### config.mk
export PLATFORM = sky130hd
export DESIGN_NAME = alarm_panel_ctrl_flat
export DESIGN_NICKNAME = d
export VERILOG_FILES = /design/src/rtl/alarm_panel_ctrl_pkg.sv /design/src/rtl/alarm_panel_ctrl_if.sv /design/src/rtl/alarm_panel_ctrl_delay_counter.sv /design/src/rtl/alarm_panel_ctrl.sv /design/src/flat_wrapper.sv
export SDC_FILE = /design/constraint.sdc
export NUM_CORES = 1
export LEC_CHECK = 0
export CORE_UTILIZATION = 30
export CTS_CLUSTER_SIZE = 30
export DETAILED_ROUTE_END_ITERATION = 6
export DONT_BUFFER_PORTS = 1
export PLACE_DENSITY_LB_ADDON = 0.15
export SYNTH_ARGS = -nofsm -noshare
export SYNTH_HDL_FRONTEND = slang
export SYNTH_SLANG_ARGS = --single-unit
### constraint.sdc
create_clock -name Clk -period 4.6 [get_ports Clk]
set_input_delay 0.46 -clock Clk [delete_from_list [all_inputs] [get_ports Clk]]
set_output_delay 0.46 -clock Clk [all_outputs]
set_load 0.03 [all_outputs]
### src/rtl/alarm_panel_ctrl_pkg.sv
// Shared types and constants for the zone alarm panel controller.
// Delay defaults match the zone gate's top level.
package alarm_pkg;

    typedef enum logic [2:0] {
        DISARMED    = 3'd0,
        EXIT_DELAY  = 3'd1,
        ARMED       = 3'd2,
        ENTRY_DELAY = 3'd3,
        SOUNDING    = 3'd4
    } state_t;

    localparam int DEF_EXIT_CYCLES  = 16;
    localparam int DEF_ENTRY_CYCLES = 16;
    localparam int DEF_SIREN_CYCLES = 64;

    function automatic int cnt_width(input int a, input int b, input int c);
        int m;
        m = a;
        if (b > m) m = b;
        if (c > m) m = c;
        return $clog2(m) + 1;
    endfunction

endpackage

### src/rtl/alarm_panel_ctrl_if.sv
// Panel-side bundle: keypad requests and gate trip in, gate enable,
// beeper and siren out.
interface alarm_panel_ctrl_if;

    logic Alarm_State;
    logic Arm;
    logic Disarm;
    logic Armed;
    logic Pending;
    logic Siren;

    modport master (
        output Alarm_State, Arm, Disarm,
        input  Armed, Pending, Siren
    );

    modport slave (
        input  Alarm_State, Arm, Disarm,
        output Armed, Pending, Siren
    );

endinterface

### src/rtl/alarm_panel_ctrl_delay_counter.sv
// Shared delay down-counter: loadable, saturates at zero.
// Reports zero so the FSM can time exit, entry and siren windows.
module alarm_delay_counter #(
    parameter int W = 8
) (
    input  logic         clk,
    input  logic         rst,
    input  logic         load,
    input  logic [W-1:0] load_val,
    input  logic         dec,
    output logic         zero
);

    logic [W-1:0] cnt;

    always_ff @(posedge clk) begin
        if (rst)
            cnt <= '0;
        else if (load)
            cnt <= load_val;
        else if (dec && cnt != '0)
            cnt <= cnt - 1'b1;
    end

    assign zero = (cnt == '0);

endmodule

### src/rtl/alarm_panel_ctrl.sv
// Zone alarm panel FSM: arm/disarm, exit and entry delays, siren.
// Define SIREN_TIMEOUT_EN to time the siren out back to ARMED.
module alarm_panel_ctrl
    import alarm_pkg::*;
#(
    parameter int EXIT_CYCLES  = DEF_EXIT_CYCLES,
    parameter int ENTRY_CYCLES = DEF_ENTRY_CYCLES,
    parameter int SIREN_CYCLES = DEF_SIREN_CYCLES
) (
    input  logic              Clk,
    input  logic              Reset,
    alarm_panel_ctrl_if.slave zone
);

    localparam int CW = cnt_width(EXIT_CYCLES, ENTRY_CYCLES, SIREN_CYCLES);

    localparam logic [CW-1:0] EXIT_LD  = CW'(EXIT_CYCLES - 1);
    localparam logic [CW-1:0] ENTRY_LD = CW'(ENTRY_CYCLES - 1);
`ifdef SIREN_TIMEOUT_EN
    localparam logic [CW-1:0] SIREN_LD = CW'(SIREN_CYCLES - 1);
`endif

    state_t        state;
    state_t        nxt;
    logic          trip_m;
    logic          trip_s;
    logic          load;
    logic [CW-1:0] load_val;
    logic          dec;
    logic          zero;

    // Alarm_State is asynchronous to Clk
    always_ff @(posedge Clk) begin
        if (Reset) begin
            trip_m <= 1'b0;
            trip_s <= 1'b0;
        end else begin
            trip_m <= zone.Alarm_State;
            trip_s <= trip_m;
        end
    end

    always_comb begin
        nxt      = state;
        load     = 1'b0;
        load_val = '0;
        dec      = 1'b0;
        if (zone.Disarm) begin
            nxt = DISARMED;
        end else begin
            unique case (state)
                DISARMED: begin
                    if (zone.Arm) begin
                        nxt      = EXIT_DELAY;
                        load     = 1'b1;
                        load_val = EXIT_LD;
                    end
                end
                EXIT_DELAY: begin
                    if (zero) nxt = ARMED;
                    else      dec = 1'b1;
                end
                ARMED: begin
                    if (trip_s) begin
                        nxt      = ENTRY_DELAY;
                        load     = 1'b1;
                        load_val = ENTRY_LD;
                    end
                end
                ENTRY_DELAY: begin
                    if (zero) begin
                        nxt = SOUNDING;
`ifdef SIREN_TIMEOUT_EN
                        load     = 1'b1;
                        load_val = SIREN_LD;
`endif
                    end else begin
                        dec = 1'b1;
                    end
                end
                SOUNDING: begin
`ifdef SIREN_TIMEOUT_EN
                    if (zero) nxt = ARMED;
                    else      dec = 1'b1;
`else
                    nxt = SOUNDING;
`endif
                end
                default: nxt = DISARMED;
            endcase
        end
    end

    // Outputs registered from the next state so they track the state register
    always_ff @(posedge Clk) begin
        if (Reset) begin
            state        <= DISARMED;
            zone.Armed   <= 1'b0;
            zone.Pending <= 1'b0;
            zone.Siren   <= 1'b0;
        end else begin
            state        <= nxt;
            zone.Armed   <= (nxt == ARMED) || (nxt == ENTRY_DELAY)
                         || (nxt == SOUNDING);
            zone.Pending <= (nxt == EXIT_DELAY) || (nxt == ENTRY_DELAY);
            zone.Siren   <= (nxt == SOUNDING);
        end
    end

    alarm_delay_counter #(.W(CW)) u_cnt (
        .clk      (Clk),
        .rst      (Reset),
        .load     (load),
        .load_val (load_val),
        .dec      (dec),
        .zero     (zero)
    );

endmodule

### src/flat_wrapper.sv
// flat-port wrapper written by rule: the top's interface ports become plain ports
module alarm_panel_ctrl_flat import alarm_pkg::*;
#(
    parameter int EXIT_CYCLES  = DEF_EXIT_CYCLES,
    parameter int ENTRY_CYCLES = DEF_ENTRY_CYCLES,
    parameter int SIREN_CYCLES = DEF_SIREN_CYCLES
)
  (Clk, Reset, zone_Alarm_State, zone_Arm, zone_Disarm, zone_Armed, zone_Pending, zone_Siren);
  alarm_panel_ctrl_if zone_i ();
  input  logic Clk;
  input  logic Reset;
  input wire logic [$bits(zone_i.Alarm_State)-1:0] zone_Alarm_State;
  input wire logic [$bits(zone_i.Arm)-1:0] zone_Arm;
  input wire logic [$bits(zone_i.Disarm)-1:0] zone_Disarm;
  output wire logic [$bits(zone_i.Armed)-1:0] zone_Armed;
  output wire logic [$bits(zone_i.Pending)-1:0] zone_Pending;
  output wire logic [$bits(zone_i.Siren)-1:0] zone_Siren;
  assign zone_i.Alarm_State = zone_Alarm_State;
  assign zone_i.Arm = zone_Arm;
  assign zone_i.Disarm = zone_Disarm;
  assign zone_Armed = zone_i.Armed;
  assign zone_Pending = zone_i.Pending;
  assign zone_Siren = zone_i.Siren;
  alarm_panel_ctrl #(.EXIT_CYCLES(EXIT_CYCLES), .ENTRY_CYCLES(ENTRY_CYCLES), .SIREN_CYCLES(SIREN_CYCLES)) u_core (.Clk(Clk), .Reset(Reset), .zone(zone_i));
endmodule
==> flow_summary_export.csv, run 1 <==
group,metric,value,unit
run_status,status,"completed",
synth,synth_edf_count,0,
critical_path,cp_num_buf_inv,1,
sta,period_needed,1670,ps
sta,timing.hold.ws,232,ps
clocking,clock_sinks,15,
detailed_routing,highest_layer,"met4",
clocking,clkTransAtPathRegs,90,ps
finish,fillers,205,
clocking,cts_setup_buffers,0,
critical_path,critical_path_class,"flop to flop",
place,place_congestion,0.756,
clocking,clockRootBuffer,"clkbuf_4",
finish,multi_input_area,323,sq um
flow_run,drv_cap,0,
global_routing,grt_usage,11.7,%
finish,syn_to_final_growth,8.97,%
critical_path,worstRegToRegCells,6,
critical_path,critPathLaunchType,"flop",
floorplanning,die-area,2330,sq um
sta,skew,5.90,ps
global_routing,grt_pass1_wl,1730,um
place,hpwl,747,um
global_routing,grt_pass1_vias,384,
detailed_routing,viasPerCell,4.77,
detailed_routing,post_drt_wl_per_cell,10.9,um
detailed_routing,vias,453,
synth,ys_seq_area_share,46.8,%
synth,synthDistinctLibCells,30,
pwr,leakage,0.236,nW
synth,ys_warn_count,0,
detailed_routing,dr.pass1.iters,4,
synth,yosys_most_used_dff,"dfxtp_1",
clocking,clock_latency,280,ps
sta,tightest_slew,686,ps
clocking,cts_hold_buf,0,
min_path,hold_path_depth,1,
min_path,hp-class,"primary input to flop",
detailed_routing,initialDrtViolationCount,7,
sta,post-route-period-util,36.3,%
floorplanning,core,1980,sq um
floorplanning,num_rows,16,
detailed_routing,met3WireLength,47,um
synth,syn_area_per_cell,9.87,sq um
synth,synth.area.top_cells,"dfxtp_1 (47%), nor3_1 (5.5%), a211oi_1 (3.5%), a21boi_4 (2.9%), nor2_1 (2.9%)",
clocking,cts_tree,"built",
synth,syn_area,642,sq um
critical_path,cp.arrival,1890,ps
synth,yosysMostFrequentCell,"dfxtp_1",
critical_path,worstPathRequired,4820,ps
sta,hold_viol_final,0,
floorplanning,dieWidth,48.3,um
clocking,cts_buffers,3,
global_routing,grt_max_degree,14,
place,io_buffers,0,
sta,finalSetupTns,0,ps
finish,nNetsFinal,75,
critical_path,max_stage_delay,460,ps
finish,drive_above_1_share,14.7,%
floorplanning,io_pins,8,
global_routing,grt-ovfl-total,0,
floorplanning,initial_core_util,32.4,%
detailed_routing,wl,1030,um
clocking,ctsResizeCount,0,
clocking,h-tree-depth,1,
sta,rsz0062_at_grt,"no",
global_routing,antenna_found_initial,0,
detailed_routing,wl_met1,548,um
critical_path,crit_fanout,5,
synth,netlist.area_leader.share,46.8,%
detailed_routing,dr_wl_met2,404,um
floorplanning,dieHeight,48.3,um
sta,report.final.slew_viol_count,0,
pwr,ir_drop,0.000137,V
synth,synthArstFlopShare,0,%
sta,setup_viol,0,
sta,fmax,598,MHz
synth,synth_area_leader_cell,"dfxtp_1",
critical_path,cp_cell_sequence,"inv_1, ha_1, nor3b_2, and2_1, or4_1, a21boi_1",
critical_path,end_kind,"flop",
critical_path,cp_top_family,"simple AND/OR/NAND/NOR gates",
pwr,p_per_area,342,nW/um^2
critical_path,cp.depth,6,
synth,synth_seq_cells,15,
critical_path,cpMaxStageDelayCell,"or4_1",
finish,seqCellArea,300,sq um
sta,timing.slew.headroom,53.9,%
synth,syn_nets,71,
synth,synthCells,65,
synth,ys_top_cells_by_count,"dfxtp_1 (15), nor3_1 (7), nor2_1 (5)",
detailed_routing,drc_errors,0,
detailed_routing,final_antenna_net_count,0,
finish,diodes,0,
clocking,clk_path_buf_depth,2,
path summary, 6_finish.rpt:
kind / endpoint / startpoint / slack (ps)
setup / recovery: u_core.u_cnt.cnt[5] / u_core.u_cnt.cnt[0] / 2930
hold / removal: u_core.trip_s / Reset / 230
setup reg to reg: u_core.u_cnt.cnt[5] / u_core.u_cnt.cnt[0] / 2930
hold reg to reg: u_core.trip_s / u_core.trip_m / 450
power by group:
group          leakage [nW]  total, mW  internal, mW  switching (mW)
Sequential            0.123      0.141         0.135         0.00594
Clock                0.0177     0.0734        0.0323          0.0411
Combinational        0.0956     0.0245        0.0117          0.0129
Total                 0.236      0.239         0.179          0.0599
layout by cell type, fill, tap and decap left out:
| cell | n |
|---|---|
| dfxtp_1 | 15 |
| nor3_1 | 7 |
| nor2_1 | 5 |
| inv_1 | 4 |
| nand2_1 | 3 |
| a21oi_1 | 3 |
| a211oi_1 | 3 |
| clkbuf_4 | 3 |
| xnor2_1 | 2 |
| nor2b_1 | 2 |
| nor3b_2 | 1 |
| nor3_2 | 1 |
| and2_1 | 1 |
| a41oi_1 | 1 |
| mux2i_1 | 1 |
| nor4_2 | 1 |
| nor3b_4 | 1 |
| a21boi_4 | 1 |
| or2_2 | 1 |
| o21ai_0 | 1 |
| or4_1 | 1 |
| a21boi_1 | 1 |
| and3b_1 | 1 |
| nand3_1 | 1 |
| o21a_1 | 1 |
| a311oi_1 | 1 |
| nand3b_1 | 1 |
| o311a_1 | 1 |
| and3_1 | 1 |
| ha_1 | 1 |
| clkinv_2 | 1 |
per-stage QoR:
step           total power [mW]  cells  worst slack (ps)  cell area [sq um]  util [%]
6_report                  0.239     95              2930                699      35.3
4_1_cts                   0.245     95              2920                699      35.3
2_1_floorplan             0.165     65              3030                642         -
5_1_grt                   0.255     95              2830                699      35.3
3_3_place_gp              0.169     91              2980                672      33.9
3_5_place_dp              0.169     91              2960                672      33.9
cells by family (layout without fill, tap and decap cells):
kind of cell	Yosys count	count (layout)	synth area share, %
simple gates	28	28	27.9
flops	15	15	46.8
compound gates	13	13	16.2
buf+inv	5	8	2.92
xor+xnor	2	2	2.73
fa+ha+maj	1	1	1.95
mux	1	1	1.56
flip-flops by register name, indices dropped and copies added, names as in the netlist:
name,count
u_core.u_cnt.cnt,7
u_core.zone.Pending,1
u_core.zone.Armed,1
u_core.zone.Siren,1
u_core.state,3
u_core.trip_s,1
u_core.trip_m,1
metal layers:
metal  vias to the layer above  global-route usage [%]
met4                         0                    8.33
met3                         4                    6.67
met2                         7                    11.7
met1                       202                    17.1
met5                         -                       0
li1                        240                       -
cell type report:
class,instances,share of cell area (%)
well taps,27,4.83
clock inverters,1,0.716
inverters,4,2.15
flip-flops and latches,15,42.9
clock buffers,3,3.22
multi-input cells,45,46.2
(Power assumes the default switching activity.)
==> run 2, diff against run 1 <==
Clock period 4.6 ns to 1.63 ns, I/O delays scaled along.
==> run 2 against run 1 <==
Core utilization rose by 4.3 points. Flip-flop and latch count unchanged. Cell count is 6.3% higher. Via count increased by 7.5%. Global-route usage grew 0.22 points. Die area is the same. Largest power group unchanged. Largest cell class unchanged. Worst setup slack got worse by 2800 ps.
==> flow_summary_export.csv, run 2 (same netlist as run 1, synthesis figures left out) <==
group,metric,value,unit
detailed_routing,drc_errors,0,
sta,post-route-period-util,93.9,%
pwr,fin_total_pwr,0.725,mW
pwr,pwr-share-seq,55.3,%
critical_path,critical_path_class,"flop to flop",
finish,nNetsFinal,81,
global_routing,grt-ovfl-total,0,
min_path,min_from,"Reset",
sta,skew,2.34,ps
pwr,ir_drop,0.000679,V
pwr,leakage,0.270,nW
sta,finalSetupTns,0,ps
global_routing,grt_usage,11.9,%
critical_path,cp.arrival,1750,ps
finish,largest_register_ffs,7,
critical_path,crit_fanout,4,
detailed_routing,vias,487,
floorplanning,initial_core_util,32.4,%
detailed_routing,viasPerCell,4.82,
critical_path,worstPathRequired,1850,ps
finish,reg_top3,"u_core.u_cnt.cnt x7, u_core.state x3",
clocking,cts_buffers,3,
sta,tightest_slew,461,ps
floorplanning,dieWidth,48.3,um
run_status,status,"completed",
floorplanning,io_pins,8,
clocking,clkTransAtPathRegs,90,ps
sta,rsz0062_at_grt,"no",
place,dpl.cell_count,94,
sta,fmax,653,MHz
global_routing,met2_usage,17.9,%
clocking,h-tree-depth,1,
floorplanning,core,1980,sq um
sta,setup_viol,0,
pwr,internal_power,0.537,mW
clocking,cts_tree,"built",
critical_path,critPathLaunchType,"flop",
clocking,clk_path_buf_depth,2,
finish,mostFrequentLayoutCells,"dfxtp_1 (13), nor3_1 (7), nor2_1 (5)",
place,place_ws,2.47,ps
pwr,p_per_area,924,nW/um^2
pwr,power.share.switching,26.0,%
flow_run,drv_cap,0,
critical_path,r2r-start,"u_core.u_cnt.cnt[1]",
finish,layout_commonest_cell,"dfxtp_1",
sta,fin_ws,98.9,ps
global_routing,grt_max_degree,12,
finish,drive_above_1_share,24.3,%
global_routing,met3_usage,6.67,%
global_routing,grt_pass1_vias,420,
pwr,switchingPower,0.188,mW
clocking,clock_sinks,15,
finish,syn_to_final_growth,22.2,%
detailed_routing,post_drt_wl_per_cell,12.6,um
sta,timing.slew.headroom,69.0,%
finish,final_cells,101,
pwr,clock_power_share,29.0,%
critical_path,crit_path_start,"u_core.u_cnt.cnt[1]",
floorplanning,dieHeight,48.3,um
place,placed_area,694,sq um
sta,report.final.slew_viol_count,0,
floorplanning,num_rows,16,
finish,post-route-cell-area,785,sq um
global_routing,grt_pass1_wl,1850,um
global_routing,antenna_found_initial,0,
floorplanning,die-area,2330,sq um
detailed_routing,wl,1280,um
critical_path,end_kind,"flop",
clocking,clockRootBuffer,"clkbuf_4",
pwr,pwr-share-comb,15.7,%
sta,hold_viol_final,0,
global_routing,top_usage_layer,"met2",
place,hpwl,847,um
sta,period_needed,1530,ps
finish,diodes,0,
min_path,hp-class,"primary input to flop",
clocking,cts_setup_buffers,0,
finish,top_register,"u_core.u_cnt.cnt",
place,io_buffers,0,
place,place_congestion,0.744,
detailed_routing,initialDrtViolationCount,2,
clocking,clock_latency,280,ps
global_routing,use_met1,15.2,%
detailed_routing,final_antenna_net_count,0,
detailed_routing,dr.pass1.iters,2,
==> run 2: cell types whose count changed in the layout (fill, tap and decap cells not counted), sizes merged <==
cell / previous run / this run
dlygate4sd3: 0 / 3
buf: 0 / 3
==> run 2: per-layer routing <==
| metal | part of all wire [%] | vias up |
|---|---|---|
| met1 | 48 | 230 |
| met5 | 0 | - |
| met2 | 49 | 5 |
| met4 | 0 | 0 |
| li1 | - | 252 |
| met3 | 3.2 | 0 |
==> run 2: worst paths after layout <==
path | endpoint | slack (ps) | cells after the start
hold reg to reg | u_core.trip_s | 450 | 1
hold / removal | u_core.zone.Armed | 50 | 2
setup / recovery | u_core.u_cnt.cnt[5] | 100 | 6
setup reg to reg | u_core.u_cnt.cnt[5] | 100 | 6
==> run 2: cell type report <==
type	count	area (sq um)
fillers	213	1200
clock buffers	3	22.5
well taps	27	33.8
multi-input cells	45	353
inverters	4	15.0
flip-flops and latches	15	303
clock inverters	1	5.00
repair buffers	6	52.6
==> run 2: repair_timing <==
item                                    CTS  global route
hold buffers                              3             0
pin swaps                                 1             3
resized for setup                         2             6
hold endpoints to repair                 11             0
endpoints found under the setup margin    2             4
==> run 2: per-stage QoR <==
step	utilization, %	hold slack (ps)
floorplan	-	235
global placement	35.0	235
detailed placement	35.0	239
CTS	38.1	36.1
global route	39.6	45.9
finish	39.6	46.3
==> run 2: power groups by stage <==
stage                     registers (mW)  clock network, mW  logic [mW]
after CTS                          0.399              0.228      0.0980
after global placement             0.406                  0      0.0863
after global routing               0.403              0.236       0.127
after detailed placement           0.406                  0      0.0876
final                              0.401              0.210       0.114
after floorplan                    0.404                  0      0.0622
==> run 2: worst max-delay path, stage by stage, from the launching register on <==
cell and delay, ps:
dfxtp_2 350, inv_2 50, ha_4 160, nor3b_4 150, and2_4 140, or4_1 460, a21boi_1 150
==> run 3, diff against run 2 <==
Settings changed: SLEW_MARGIN set to 5.
==> results of run 3 <==
The final DEF is identical to that of run 2; final timing and power are the same.
